<file path="config.mk">
export PLATFORM = sky130hd
export DESIGN_NAME = e2g_buffer
export DESIGN_NICKNAME = d
export VERILOG_FILES = /design/src/rtl/e2g_pkg.sv /design/src/rtl/e2g_buffer.sv
export SDC_FILE = /design/constraint.sdc
export NUM_CORES = 1
export LEC_CHECK = 0
export CAP_MARGIN = 10
export CORE_MARGIN = 4
export CORE_UTILIZATION = 33
export DETAILED_ROUTE_END_ITERATION = 8
export DONT_BUFFER_PORTS = 1
export RECOVER_POWER = 25
export SLEW_MARGIN = 40
export SYNTH_ARGS = -nofsm -noshare
export SYNTH_HDL_FRONTEND = slang
export SYNTH_SLANG_ARGS = --single-unit
</file>
<file path="constraint.sdc">
create_clock -name clk -period 7.6 [get_ports clk]
set_input_delay 0.76 -clock clk [delete_from_list [all_inputs] [get_ports clk]]
set_output_delay 0.76 -clock clk [all_outputs]
set_load 0.005 [all_outputs]
</file>
<file path="src/rtl/e2g_pkg.sv">
// Shared defaults and types for the e2g_buffer decode-side gearbox.
// Defining E2G_FLUSH_EN adds the flush port and the RUN/FLUSH state machine.
package e2g_pkg;

  localparam int E2G_IN_W     = 11;
  localparam int E2G_OUT_W    = 8;
  localparam int E2G_BUF_SIZE = 24;

  function automatic int level_w(input int size);
    return $clog2(size + 1);
  endfunction

  typedef enum logic {
    RUN   = 1'b0,
    FLUSH = 1'b1
  } state_t;

endpackage

</file>
<file path="src/rtl/e2g_buffer.sv">
// Bit-level gearbox repacking IN_DATA_WIDTH-bit words into OUT_DATA_WIDTH-bit words, LSB-first.
// Optional macro E2G_FLUSH_EN: adds the flush input that emits a zero-padded partial residue.
module e2g_buffer
  import e2g_pkg::*;
#(
  parameter int IN_DATA_WIDTH   = E2G_IN_W,
  parameter int OUT_DATA_WIDTH  = E2G_OUT_W,
  parameter int BUF_BUFFER_SIZE = E2G_BUF_SIZE
) (
  input  logic                                  clk,
  input  logic                                  rst,
  input  logic                                  in_valid,
  output logic                                  in_ready,
  input  logic [IN_DATA_WIDTH-1:0]              in_data,
  output logic                                  out_valid,
  input  logic                                  out_ready,
  output logic [OUT_DATA_WIDTH-1:0]             out_data,
  output logic [level_w(BUF_BUFFER_SIZE)-1:0]   level
`ifdef E2G_FLUSH_EN
  ,
  input  logic                                  flush
`endif
);

  localparam int LEVEL_W = level_w(BUF_BUFFER_SIZE);
  localparam int LW_EXT  = LEVEL_W + 1;

  localparam logic [LW_EXT-1:0] IN_L  = LW_EXT'(IN_DATA_WIDTH);
  localparam logic [LW_EXT-1:0] OUT_L = LW_EXT'(OUT_DATA_WIDTH);
  localparam logic [LW_EXT-1:0] BUF_L = LW_EXT'(BUF_BUFFER_SIZE);

  if (BUF_BUFFER_SIZE < IN_DATA_WIDTH + OUT_DATA_WIDTH - 1) begin : g_size_chk
    $error("e2g_buffer: BUF_BUFFER_SIZE too small for IN_DATA_WIDTH+OUT_DATA_WIDTH-1");
  end

  logic [BUF_BUFFER_SIZE-1:0] store_q, store_d;
  logic [LW_EXT-1:0]          level_q, level_d;
  state_t                     state_q, state_d;

  logic                       acc, pop;
  logic [BUF_BUFFER_SIZE-1:0] shifted, ins;
  logic [LW_EXT-1:0]          base;

  // Handshake flags depend only on registered state, never on out_ready.
  assign in_ready  = (level_q + IN_L <= BUF_L) && (state_q == RUN);
  assign out_valid = (state_q == FLUSH) || (level_q >= OUT_L);
  assign out_data  = store_q[OUT_DATA_WIDTH-1:0];
  assign level     = level_q[LEVEL_W-1:0];

  assign acc = in_valid && in_ready;
  assign pop = out_valid && out_ready;

  always_comb begin
    store_d = store_q;
    level_d = level_q;
    state_d = state_q;
    shifted = pop ? (store_q >> OUT_DATA_WIDTH) : store_q;
    base    = pop ? (level_q - OUT_L) : level_q;
    ins     = '0;
    ins[IN_DATA_WIDTH-1:0] = in_data;
    ins     = ins << base;

    if (state_q == FLUSH) begin
      // Residue is already zero-padded since bits above level are always 0.
      if (pop) begin
        store_d = '0;
        level_d = '0;
        state_d = RUN;
      end
    end else begin
      store_d = acc ? (shifted | ins) : shifted;
      level_d = acc ? (base + IN_L) : base;
`ifdef E2G_FLUSH_EN
      if (flush && !acc && !pop && (level_q != '0) && (level_q < OUT_L)) begin
        state_d = FLUSH;
      end
`endif
    end
  end

  always_ff @(posedge clk) begin
    if (rst) begin
      store_q <= '0;
      level_q <= '0;
      state_q <= RUN;
    end else begin
      store_q <= store_d;
      level_q <= level_d;
      state_q <= state_d;
    end
  end

  always_ff @(posedge clk) begin
    if (!rst) begin
      assert (level_q <= BUF_L);
    end
  end

endmodule
</file>
==> impl_metrics.json <==
{
  "worstPathRequired_ns": 6.84,
  "initial_core_util_pct": 33.8,
  "syn_area_um2": 2450,
  "rsz0062_at_grt": "no",
  "power_per_cell_area_nw_per_um2": 422,
  "grt_first_pass_wirelength_mm": 10.0,
  "syn-instance-count": 293,
  "period_share_pct": 40.6,
  "min_delay_path_depth": 2,
  "grt_pass1_vias": 1960,
  "async_flop_share_pct": 0,
  "syn_avg_cell_area_um2": 8.37,
  "startpoint_type": "register",
  "mostFrequentLayoutCell": "mux2i_1",
  "drc": 0,
  "cts_tree": "done",
  "clock.fmax_ghz": 0.324,
  "rrSetupSlack_ns": 4.55,
  "fin_worst_skew_ns": 0.00836,
  "portBuffers": 0,
  "dpl-instance-area_um2": 2360,
  "ys_warn_count": 0,
  "rr_endpoint": "store_q[0]$_SDFFE_PP0P_",
  "yosysSeqAreaShare_pct": 25.3,
  "area_delta_synth_final_pct": 1.28,
  "rows": 31,
  "crit_type": "register to primary output",
  "cts_buffer_depth": 2,
  "layout_min_cycle_time_ns": 3.09,
  "fin_util_pct": 34.2,
  "synth_ff_type": "dfxtp_1",
  "grt_antenna_before_repair": 0,
  "setup_viol": 0,
  "synth.net_count": 314,
  "drt_iter0_drc": 159,
  "yosys_register_bits": 31,
  "antenna_cells": 0,
  "core-area_um2": 7250,
  "outcome": "completed",
  "ant_nets": 0,
  "rr_worst_depth": 8,
  "worstMarginPinSlew_ns": 0.926,
  "synth_edf_count": 0,
  "end_kind": "primary output",
  "die_area_um2": 8870,
  "crit_arrival_ns": 2.33,
  "cap_violations": 0,
  "firstDrtPassIters": 4,
  "routed_wl_mm": 5.87,
  "post_drt_wl_per_cell_um": 16.1,
  "stdcell_area_um2": 2480,
  "die_x_um": 94.2,
  "min_path_type": "register to register",
  "clock-sinks": 31,
  "p_leak_nw": 0.894,
  "hold_viol": 0,
  "synth_cell_types": 51,
  "fillers": 779,
  "slew_viol_final": 0,
  "mostFrequentLayoutCells": "mux2i_1 (31), nand2_1 (30), dfxtp_1 (29)",
  "ff_latch_area_um2": 623,
  "ios": 30,
  "multi_input_area_um2": 1590,
  "die_h_um": 94.2,
  "layout-drive-gt1-share_pct": 12.0,
  "grt_use_total_pct": 14.0,
  "min_to": "store_q[18]$_SDFFE_PP0P_",
  "clock_latency_ns": 0.29,
  "slew_headroom_pct": 38.2,
  "vias_per_cell": 5.57,
  "r2r_start": "level_q[0]$_SDFFE_PP0P_",
  "hp-start": "store_q[18]$_SDFFE_PP0P_",
  "worstPathMaxFanout": 16,
  "grt_overflow_total": 0,
  "power.total_w": 0.00105,
  "dp_hpwl_mm": 4.19,
  "cts_buffers": 5,
  "ctsResizeCount": 0,
  "vias": 2034,
  "ir_drop_v": 0.000138,
  "nets": 286,
  "clk_pin_slew_ns": 0.07,
  "postCtsHoldBufs": 0,
  "gp_congestion": 0.826,
  "cts_root_buf": "clkbuf_8",
  "grt_start_max_net_pins": 37,
  "tns_ns": 0,
  "htreeDepth": 2,
  "post-cts-setup-buffer-count": 0,
  "fin_hold_ws_ns": 0.453
}
-- final cells by class --
class                           count  area share, %
Clock buffer                        6           3.32
Clock inverter                      2           1.41
Inverter                            7           1.06
Multi-Input combinational cell    219           63.9
Sequential cell                    31           25.1
Tap cell                           99           4.99
Timing Repair Buffer                1          0.202
-- layer usage --
metal,GRT usage (%),part of all wire (%)
met1,18.7,48
met3,3.69,6.2
met2,21.9,44
met5,0,0
met4,4.81,1.8
-- how the worst max path moves through the flow --
stage,startpoint,endpoint,slack [ns],depth (start not counted)
2_1_floorplan,level_q[1]$_SDFFE_PP0P_,level_q[2]$_SDFFE_PP0P_,4.96,11
3_3_place_gp,level_q[1]$_SDFFE_PP0P_,store_q[0]$_SDFFE_PP0P_,4.54,8
3_5_place_dp,level_q[1]$_SDFFE_PP0P_,store_q[12]$_SDFFE_PP0P_,4.40,8
4_1_cts,level_q[1]$_SDFFE_PP0P_,in_ready,4.36,6
5_1_grt,level_q[0]$_SDFFE_PP0P_,store_q[0]$_SDFFE_PP0P_,4.23,8
6_report,level_q[0]$_SDFFE_PP0P_,in_ready,4.51,6
-- synth_stat cells, types with 2 or more instances --
library cell / count / area [µm²]
nor3_1: 7 / 35.0
nor2_1: 19 / 71.3
or3_1: 2 / 12.5
a32o_1: 2 / 20.0
o22ai_1: 11 / 68.8
dfxtp_1: 31 / 621
o2bb2ai_1: 2 / 17.5
o211ai_1: 2 / 15.0
a22oi_1: 6 / 45.0
a221oi_1: 12 / 105
a22o_1: 3 / 26.3
nand2b_1: 17 / 106
buf_6: 3 / 33.8
clkbuf_1: 13 / 48.8
a221oi_2: 2 / 30.0
nand3b_1: 2 / 15.0
nor2b_1: 2 / 12.5
o21ai_0: 10 / 50.1
mux2i_1: 31 / 310
nor3b_1: 6 / 45.0
mux2_2: 6 / 67.6
mux2_4: 2 / 30.0
ha_1: 6 / 75.1
a21oi_1: 9 / 45.0
nand2_1: 30 / 113
buf_2: 6 / 30.0
a21o_1: 2 / 15.0
inv_1: 6 / 22.5
nand3_1: 5 / 25.0
buf_4: 14 / 105
a32oi_1: 4 / 35.0
-- critical path, stage by stage (launching register included) --
cell and delay [ns]:
dfxtp_1 0.72, inv_2 0.23, ha_1 0.30, nand2b_1 0.18
o221ai_1 0.30, o22ai_1 0.16, nor2_1 0.15
-- power breakdown --
part           internal [W]  total, W  switching, W
combinational      0.000246  0.000552      0.000306
clock              0.000106  0.000173     0.0000670
sequential         0.000222  0.000323      0.000101
total              0.000574   0.00105      0.000474
-- cells by family after synthesis --
| family | after synthesis | share of synthesized area [%] |
|---|---|---|
| multiplexers | 41 | 18.0 |
| AND/OR/NAND/NOR | 99 | 21.5 |
| adder cells (fa/ha/maj) | 6 | 3.06 |
| XOR/XNOR | 2 | 0.714 |
| buffers and inverters | 43 | 9.95 |
| AO/OA/AOI/OAI | 71 | 21.5 |
| flip-flops | 31 | 25.3 |
-- through the flow --
step                      cells  setup WS, ns
after floorplan             293          4.96
after global placement      356          4.54
after detailed placement    357          4.40
after CTS                   365          4.36
after global routing        365          4.23
final                       365          4.51
-- registers in the layout, summed over array words and instances, names as in the netlist --
name     flops
level_q      6
state_q      1
store_q     24
No activity file was read; power rests on OpenSTA's default activity.
